==> config.mk <==
export PLATFORM = sky130hd
export DESIGN_NAME = change_dispenser
export DESIGN_NICKNAME = d
export VERILOG_FILES = /design/src/rtl/change_dispenser.sv
export SDC_FILE = /design/constraint.sdc
export NUM_CORES = 1
export LEC_CHECK = 0
export BUFFER_PORTS_ARGS = -buffer_cell sky130_fd_sc_hd__buf_4
export CAP_MARGIN = 10
export CELL_PAD_IN_SITES_DETAIL_PLACEMENT = 1
export CELL_PAD_IN_SITES_GLOBAL_PLACEMENT = 2
export CORE_UTILIZATION = 31
export DETAILED_ROUTE_END_ITERATION = 10
export PLACE_DENSITY_LB_ADDON = 0.1
export SYNTH_ARGS = -nofsm -noshare
export SYNTH_HDL_FRONTEND = slang
export SYNTH_SLANG_ARGS = --single-unit
export TNS_END_PERCENT = 20
==> constraint.sdc <==
create_clock -name clk -period 1.5 [get_ports clk]
set_input_delay 0 -clock clk [delete_from_list [all_inputs] [get_ports clk]]
set_output_delay 0 -clock clk [all_outputs]
set_load 0.02 [all_outputs]
==> src/rtl/change_dispenser.sv <==
// change_dispenser: pays a change amount out one coin at a time over a
// four-phase req/ack handshake. Greedy: 5-unit coins while remaining >= 5,
// then 1-unit coins. Drives the live remaining-change code for the display.
// Any handshake wait longer than ACK_TIMEOUT cycles parks the block in FAULT
// until clear.
//
// state   | meaning
// IDLE    | waiting for start
// LOAD    | clamped amount latched; decide first coin or finish
// REQ     | coin_req high, waiting for coin_ack high
// RELEASE | coin_req low, waiting for coin_ack low
// DONE    | payout complete; done pulses on the following cycle
// FAULT   | ejector timed out; change_left holds the unpaid amount
module change_dispenser #(
  parameter int MAX_CHANGE  = 8,
  parameter int ACK_TIMEOUT = 64
) (
  input  logic       clk,
  input  logic       reset,
  input  logic       start,
  input  logic [3:0] amount,
  input  logic       clear,
  input  logic       coin_ack,
  output logic       coin_req,
  output logic       coin_sel,
  output logic [3:0] change_left,
  output logic       busy,
  output logic       done,
  output logic       err
);

  localparam int CW = $clog2(ACK_TIMEOUT + 1);
  localparam logic [CW-1:0] TO_LAST = CW'(ACK_TIMEOUT - 1);
  localparam logic [3:0]    MAXV    = 4'(MAX_CHANGE);

  typedef enum logic [2:0] {IDLE, LOAD, REQ, RELEASE, DONE, FAULT} state_t;

  state_t        state, state_n;
  logic [CW-1:0] cnt, cnt_n;
  logic          req_n, sel_n, busy_n, done_n, err_n;
  logic [3:0]    left_n;

  // State, wait counter and every output are registered together.
  always_ff @(posedge clk or posedge reset) begin
    if (reset) begin
      state       <= IDLE;
      cnt         <= '0;
      coin_req    <= 1'b0;
      coin_sel    <= 1'b0;
      change_left <= 4'd0;
      busy        <= 1'b0;
      done        <= 1'b0;
      err         <= 1'b0;
    end else begin
      state       <= state_n;
      cnt         <= cnt_n;
      coin_req    <= req_n;
      coin_sel    <= sel_n;
      change_left <= left_n;
      busy        <= busy_n;
      done        <= done_n;
      err         <= err_n;
    end
  end

  // Next state and next output values; the counter restarts on each entry
  // to REQ/RELEASE and a fault is raised on its ACK_TIMEOUT-th waiting cycle
  // unless the awaited ack level arrives on that same cycle.
  always_comb begin
    state_n = state;
    cnt_n   = cnt;
    req_n   = coin_req;
    sel_n   = coin_sel;
    left_n  = change_left;
    case (state)
      IDLE: begin
        if (start) begin
          left_n  = (amount > MAXV) ? MAXV : amount;
          state_n = LOAD;
        end
      end
      LOAD: begin
        if (change_left == 4'd0) begin
          state_n = DONE;
        end else begin
          sel_n   = (change_left >= 4'd5);
          req_n   = 1'b1;
          cnt_n   = '0;
          state_n = REQ;
        end
      end
      REQ: begin
        if (coin_ack) begin
          req_n   = 1'b0;
          left_n  = change_left - (coin_sel ? 4'd5 : 4'd1);
          cnt_n   = '0;
          state_n = RELEASE;
        end else if (cnt == TO_LAST) begin
          req_n   = 1'b0;
          state_n = FAULT;
        end else begin
          cnt_n = cnt + CW'(1);
        end
      end
      RELEASE: begin
        if (!coin_ack) begin
          if (change_left == 4'd0) begin
            state_n = DONE;
          end else begin
            sel_n   = (change_left >= 4'd5);
            req_n   = 1'b1;
            cnt_n   = '0;
            state_n = REQ;
          end
        end else if (cnt == TO_LAST) begin
          state_n = FAULT;
        end else begin
          cnt_n = cnt + CW'(1);
        end
      end
      DONE: begin
        state_n = IDLE;
      end
      FAULT: begin
        if (clear) begin
          left_n  = 4'd0;
          state_n = IDLE;
        end
      end
      default: begin
        state_n = IDLE;
      end
    endcase
    // busy covers the payout through DONE so it falls on the edge done rises
    busy_n = (state_n == LOAD) || (state_n == REQ) ||
             (state_n == RELEASE) || (state_n == DONE);
    done_n = (state == DONE);
    err_n  = (state_n == FAULT);
  end

endmodule
Word level (Yosys, flattened, before mapping)
Cells that the tools add are included.
{"block": "classes", "n_addsub": 2, "mul": 0, "n_div": 0, "magnitude_cmp": 2, "eq_ne": 16, "n_shift": 0, "mux": 26, "bitwise_logic": 0, "reduce_logical": 11}
{"op": "2-to-1 mux 7 bit", "count": 4}
{"op": "2-to-1 mux 3 bit", "count": 7}
{"op": "one-hot mux 7 bit (3 select lines)", "count": 1}
{"op": "2-to-1 mux 4 bit", "count": 4}
{"op": "one-hot mux 3 bit (5 select lines)", "count": 1}
{"op": "equality test 3 x 2 -> 1 bit, second input constant", "count": 4}
{"op": "equality test 3 bit, second input constant", "count": 4}
{"op": "one-hot mux 4 bit (3 select lines)", "count": 1}
{"op": "!= test 2 bit, second input constant", "count": 4}
{"op": "adder 7 x 1 -> 7 bit, second input constant", "count": 1}
{"op": "equality test 7 x 6 -> 1 bit, second input constant", "count": 1}
{"op": "equality test 3 x 1 -> 1 bit, second input constant", "count": 2}
{"op": "2-to-1 mux 1 bit", "count": 6}
{"op": "nonzero test 3 bit", "count": 2}
{"op": ">= comparator 4 x 3 -> 1 bit, second input constant", "count": 1}
{"op": "> comparator 4 bit, second input constant", "count": 1}
{"op": "logical NOT 4 bit", "count": 1}
{"op": "AND reduction 4 bit", "count": 1}
{"op": "subtractor 4 x 3 -> 4 bit", "count": 1}
{"op": "logical NOT 3 bit", "count": 1}
{"op": "logical OR 1 bit", "count": 3}
{"op": "!= test 3 bit, second input constant", "count": 1}
{"op": "one-hot mux 1 bit (3 select lines)", "count": 1}
{"op": "AND reduction 3 bit", "count": 1}
{"op": "3 further kinds", "count": 3}
{"block": "word_totals", "reg_bits": 19, "latchBits": 0, "mem_bits_rw": 0, "romBits": 0, "inputBits": 9, "word_cells": 65, "memories": 0}

Longest topological paths before layout
{"block": "logic_depth", "word_depth": 8, "mapped_depth": 7, "ltp_nobuf": 7}

Worst setup path before layout
No wires, ideal clock.
{"block": "synth_path", "kind": "flip-flop to flip-flop", "startpoint": "reg change_left[0]", "endpoint": "reg busy", "setup_time_ps": 128, "t_arrival_ps": 1658, "t_required_ps": 1372, "slack_ps": -286, "path_stages_with_launch": 8, "path_cell_list": "dfrtp_1 inv_1 ha_1 or3b_4 o32ai_2 a21oi_2 o31ai_4 xnor2_1"}
{"block": "synth_between", "elab_chain_len": 8}
{"element": "start, declared", "line": "26", "source": "output logic [3:0] change_left,"}
{"element": "start signal, assigned", "line": "59", "source": "change_left <= left_n;"}
{"element": "logical NOT 4 bit (*)", "line": "83, 107"}
{"element": "2-to-1 mux 3 bit (*)", "line": "83, 107"}
{"element": "2-to-1 mux 3 bit", "line": "106", "source": "if (!coin_ack) begin"}
{"element": "one-hot mux 3 bit (5 select lines) (*)", "line": "75", "source": "case (state)"}
{"element": "net state_n[2]", "line": "38", "source": "state_t state, state_n;"}
{"element": "equality test 3 x 1 -> 1 bit or equality test 3 x 2 -> 1 bit (tied branches)", "line": "135", "source": "busy_n = (state_n == LOAD) || (state_n == REQ) ||"}
{"element": "logical OR 1 bit (2 in a row)", "line": "135"}
{"element": "logical OR 1 bit (*)", "line": "136", "source": "(state_n == RELEASE) || (state_n == DONE);"}
{"element": "net busy_n", "line": "40", "source": "logic req_n, sel_n, busy_n, done_n, err_n;"}
{"element": "end signal, assigned", "line": "60", "source": "busy <= busy_n;"}
{"element": "end, declared", "line": "27", "source": "output logic busy,"}
Mark *: on every way through the listed nets, which the timed path passes. The rest lies on a longest branch.
A chain may end at the register's enable or synchronous reset.

Final worst setup path
Same ends and word-level chain as after synthesis.

==> results.json <==
{
  "fin_nets": 195,
  "p_leak_nw": 0.786,
  "hold_path.class": "in2reg",
  "cp_data_arrival_time_ns": 1.88,
  "clkSlewWorstSetupHoldPaths_ns": 0.08,
  "setup_viol": 13,
  "preCtsSetupSlack_ns": -0.208,
  "area_delta_synth_final_pct": 44.7,
  "yosys_warnings": 0,
  "fin_skew_ns": 0.00509,
  "internal_power_mw": 1.76,
  "worst_slew_pin_slew_ns": 0.431,
  "power-per-cell-area_nw_per_um2": 1700,
  "viasPerCell": 4.92,
  "grt_max_degree": 13,
  "ioPinCount": 18,
  "portBuffers": 17,
  "post-synth-top-area-cell": "dfrtp_1",
  "worstPathMaxFanout": 5,
  "grt_pass1_vias": 1204,
  "synth_area_per_cell_um2": 9.56,
  "violations": "negative setup slack",
  "finalPower_mw": 3.01,
  "grt_pass1_wl_um": 5720,
  "final_util_pct": 47.6,
  "synth.cell_area_um2": 1220,
  "diodes": 0,
  "dieHeight_um": 64.8,
  "maxSlewViolCount": 0,
  "crit_chain": "inv_2, ha_4, or3b_4, a21oi_2, a2111oi_4, nor2_2, xnor2_1",
  "required_ns": 1.70,
  "syn_nets": 141,
  "hold_viol": 0,
  "fin_crit_sh_pct": 112,
  "gr-total-overflow": 0,
  "layout-drive-gt1-share_pct": 47.0,
  "startpoint_type": "flop",
  "synth_top_area_share_pct": 38.9,
  "gp_congestion": 0.786,
  "synth-edff-count": 0,
  "p_clk_share_pct": 12.8,
  "synth_common_cells": "dfrtp_1, inv_1, nor2_1, a21oi_1, o21ai_0",
  "netlist_top_cells_area": "dfrtp_1, ha_1, a21oi_1",
  "drc": 0,
  "ys_ff_latch": 19,
  "clk_root_buffer_cell": "clkbuf_8",
  "ant_nets": 0,
  "core-area_um2": 3720,
  "clock.fmax_ghz": 0.595,
  "p_comb_share_pct": 61.2,
  "cpLargestDelayFamily": "simple AND/OR/NAND/NOR gates",
  "cap_viol_max_count": 0,
  "die_area_um2": 4200,
  "power.share.sequential_pct": 26.0,
  "crit_type": "reg2reg",
  "synth_ff_type": "dfrtp_1",
  "crit_path_end_kind": "flop",
  "n_fill_cell": 450,
  "fin_crit_ns": 1.68,
  "power.share.switching_pct": 41.5,
  "synth-seq-area-share_pct": 38.9,
  "numClockSinks": 19,
  "fin_cells": 229,
  "antenna_found_initial": 0,
  "hpwlAfterDp_um": 2700,
  "fp-row-count": 22,
  "track_usage_pct": 18.6,
  "ys_async_sr_fraction_pct": 100,
  "maxSlewHeadroom_pct": 71.3,
  "initial_core_util_pct": 32.9,
  "dpl_cell_area_um2": 1640,
  "ys_types": 40,
  "dr.pass1.iters": 4,
  "final_area_um2": 1770,
  "p_switching_mw": 1.25,
  "vias": 1126,
  "cts_buffers": 3,
  "rsz0062_at_grt": "true",
  "timing.final.ws_setup_ns": -0.182,
  "die_w_um": 64.8,
  "status": "finished, violations left",
  "synth.most_common_cell": "dfrtp_1",
  "dp_cells": 221,
  "drt_iter0_markers": 26,
  "htreeDepth": 1,
  "clk_latency_ns": 0.27,
  "ir_worst_vdd_mv": 0.451,
  "synthCells": 128,
  "drt_wl_total_um": 3490,
  "max-clock-path-buffers": 2,
  "crit_buf_inv": 1,
  "crit_slowest_cell": "or3b_4",
  "cts_tree": "built",
  "critPathMaxStageDelay_ns": 0.44,
  "post_drt_wl_per_cell_um": 15.2
}
[layout by cell type (no fill, tap or decap), drive strengths merged]
| cell type | instances |
|---|---|
| a2111oi | 1 |
| a211oi | 3 |
| a21boi | 1 |
| a21oi | 11 |
| a221oi | 2 |
| a22oi | 1 |
| a31oi | 2 |
| and3 | 2 |
| buf | 53 |
| clkbuf | 3 |
| clkinv | 1 |
| dfrtp | 19 |
| dlygate4sd3 | 1 |
| ha | 4 |
| inv | 12 |
| nand2 | 4 |
| nand2b | 7 |
| nand3 | 4 |
| nand3b | 4 |
| nor2 | 13 |
| nor2b | 1 |
| nor3 | 3 |
| nor3b | 1 |
| o211ai | 1 |
| o21a | 2 |
| o21ai | 13 |
| o21ba | 1 |
| o221ai | 1 |
| o31ai | 3 |
| o32ai | 1 |
| or2 | 2 |
| or3b | 2 |
| xnor2 | 2 |
[worst reg2reg max path, stage by stage (launching register included)]
cell and delay [ns]:
dfrtp_2 0.41, inv_2 0.08, ha_4 0.13, or3b_4 0.44, a21oi_2 0.21, a2111oi_4 0.08, nor2_2 0.14, xnor2_1 0.12
[through the flow]
step / hold WS (ns) / setup TNS (ns)
5_1_grt: 0.0372 / -2.67
4_1_cts: 0.00938 / -1.55
3_3_place_gp: -0.0128 / -0.893
2_1_floorplan: -0.0490 / -1.06
3_5_place_dp: -0.00858 / -1.26
6_report: 0.0187 / -1.46
[cell type report]
cell class	count	area, um^2	area share [%]
clock buffer	3	41.3	2.33
multi-input combinational	92	726	41.0
sequential	19	478	27.0
timing repair buffer	54	415	23.5
clock inverter	1	5.00	0.283
tap	48	60.1	3.39
inverter	12	45.0	2.54
[sequential cells by signal, summed over array words and instances, names as in the netlist]
register and count:
busy 1, coin_req 1, change_left 4, err 1, state 3, cnt 7, done 1, coin_sel 1
[power by group through the flow]
| stage | Clock [mW] | Sequential [mW] | Combinational, mW |
|---|---|---|---|
| after CTS | 0.401 | 0.782 | 1.81 |
| after global placement | 0 | 0.780 | 1.68 |
| after floorplan | 0 | 0.905 | 0.895 |
| after detailed placement | 0 | 0.788 | 1.75 |
| after global routing | 0.417 | 0.797 | 2.02 |
| final | 0.385 | 0.781 | 1.84 |
[worst paths after layout]
| check | start | to | slack, ns | cells after the start |
|---|---|---|---|---|
| worst max-delay path | change_left[0] | busy | -0.18 | 7 |
| worst min-delay path | amount[1] | change_left[1] | 0.02 | 3 |
| worst max register to register | change_left[0] | busy | -0.18 | 7 |
| worst min register to register | cnt[6] | cnt[6] | 0.49 | 1 |
| max in group asynchronous | reset | cnt[3] | 0.75 | 4 |
| min in group asynchronous | reset | change_left[3] | 0.25 | 3 |
[timing repair]
item	CTS	global route
setup buffers	2	1
hold buffers	1	0
pin swaps	1	2
hold endpoints to repair	7	0
gates resized for setup	6	5
setup endpoints to repair	15	17
[logic make-up (layout without fill, tap and decap cells)]
kind of cell	Yosys count	count (layout)	share of synthesized area, %
buffers and inverters	17	70	7.26
adders and majority gates	4	4	4.09
and+or+nand+nor	43	43	20.7
AOI/OAI and AO/OA	43	43	27.7
DFF	19	19	38.9
xor gates and xnor gates	2	2	1.43
[per-layer routing]
| layer | part of all wire (%) | vias to the layer above | global-route usage, % | wire length (um) |
|---|---|---|---|---|
| met1 | 43 | 549 | 19.9 | 1490 |
| met2 | 53 | 12 | 34.2 | 1850 |
| met4 | 2.2 | 0 | 10.0 | 77 |
| met3 | 2.0 | 5 | 2.99 | 69 |
| met5 | 0 | - | 0 | 0 |
| li1 | - | 560 | - | - |
Note: power is estimated with default switching activity, not from simulation.
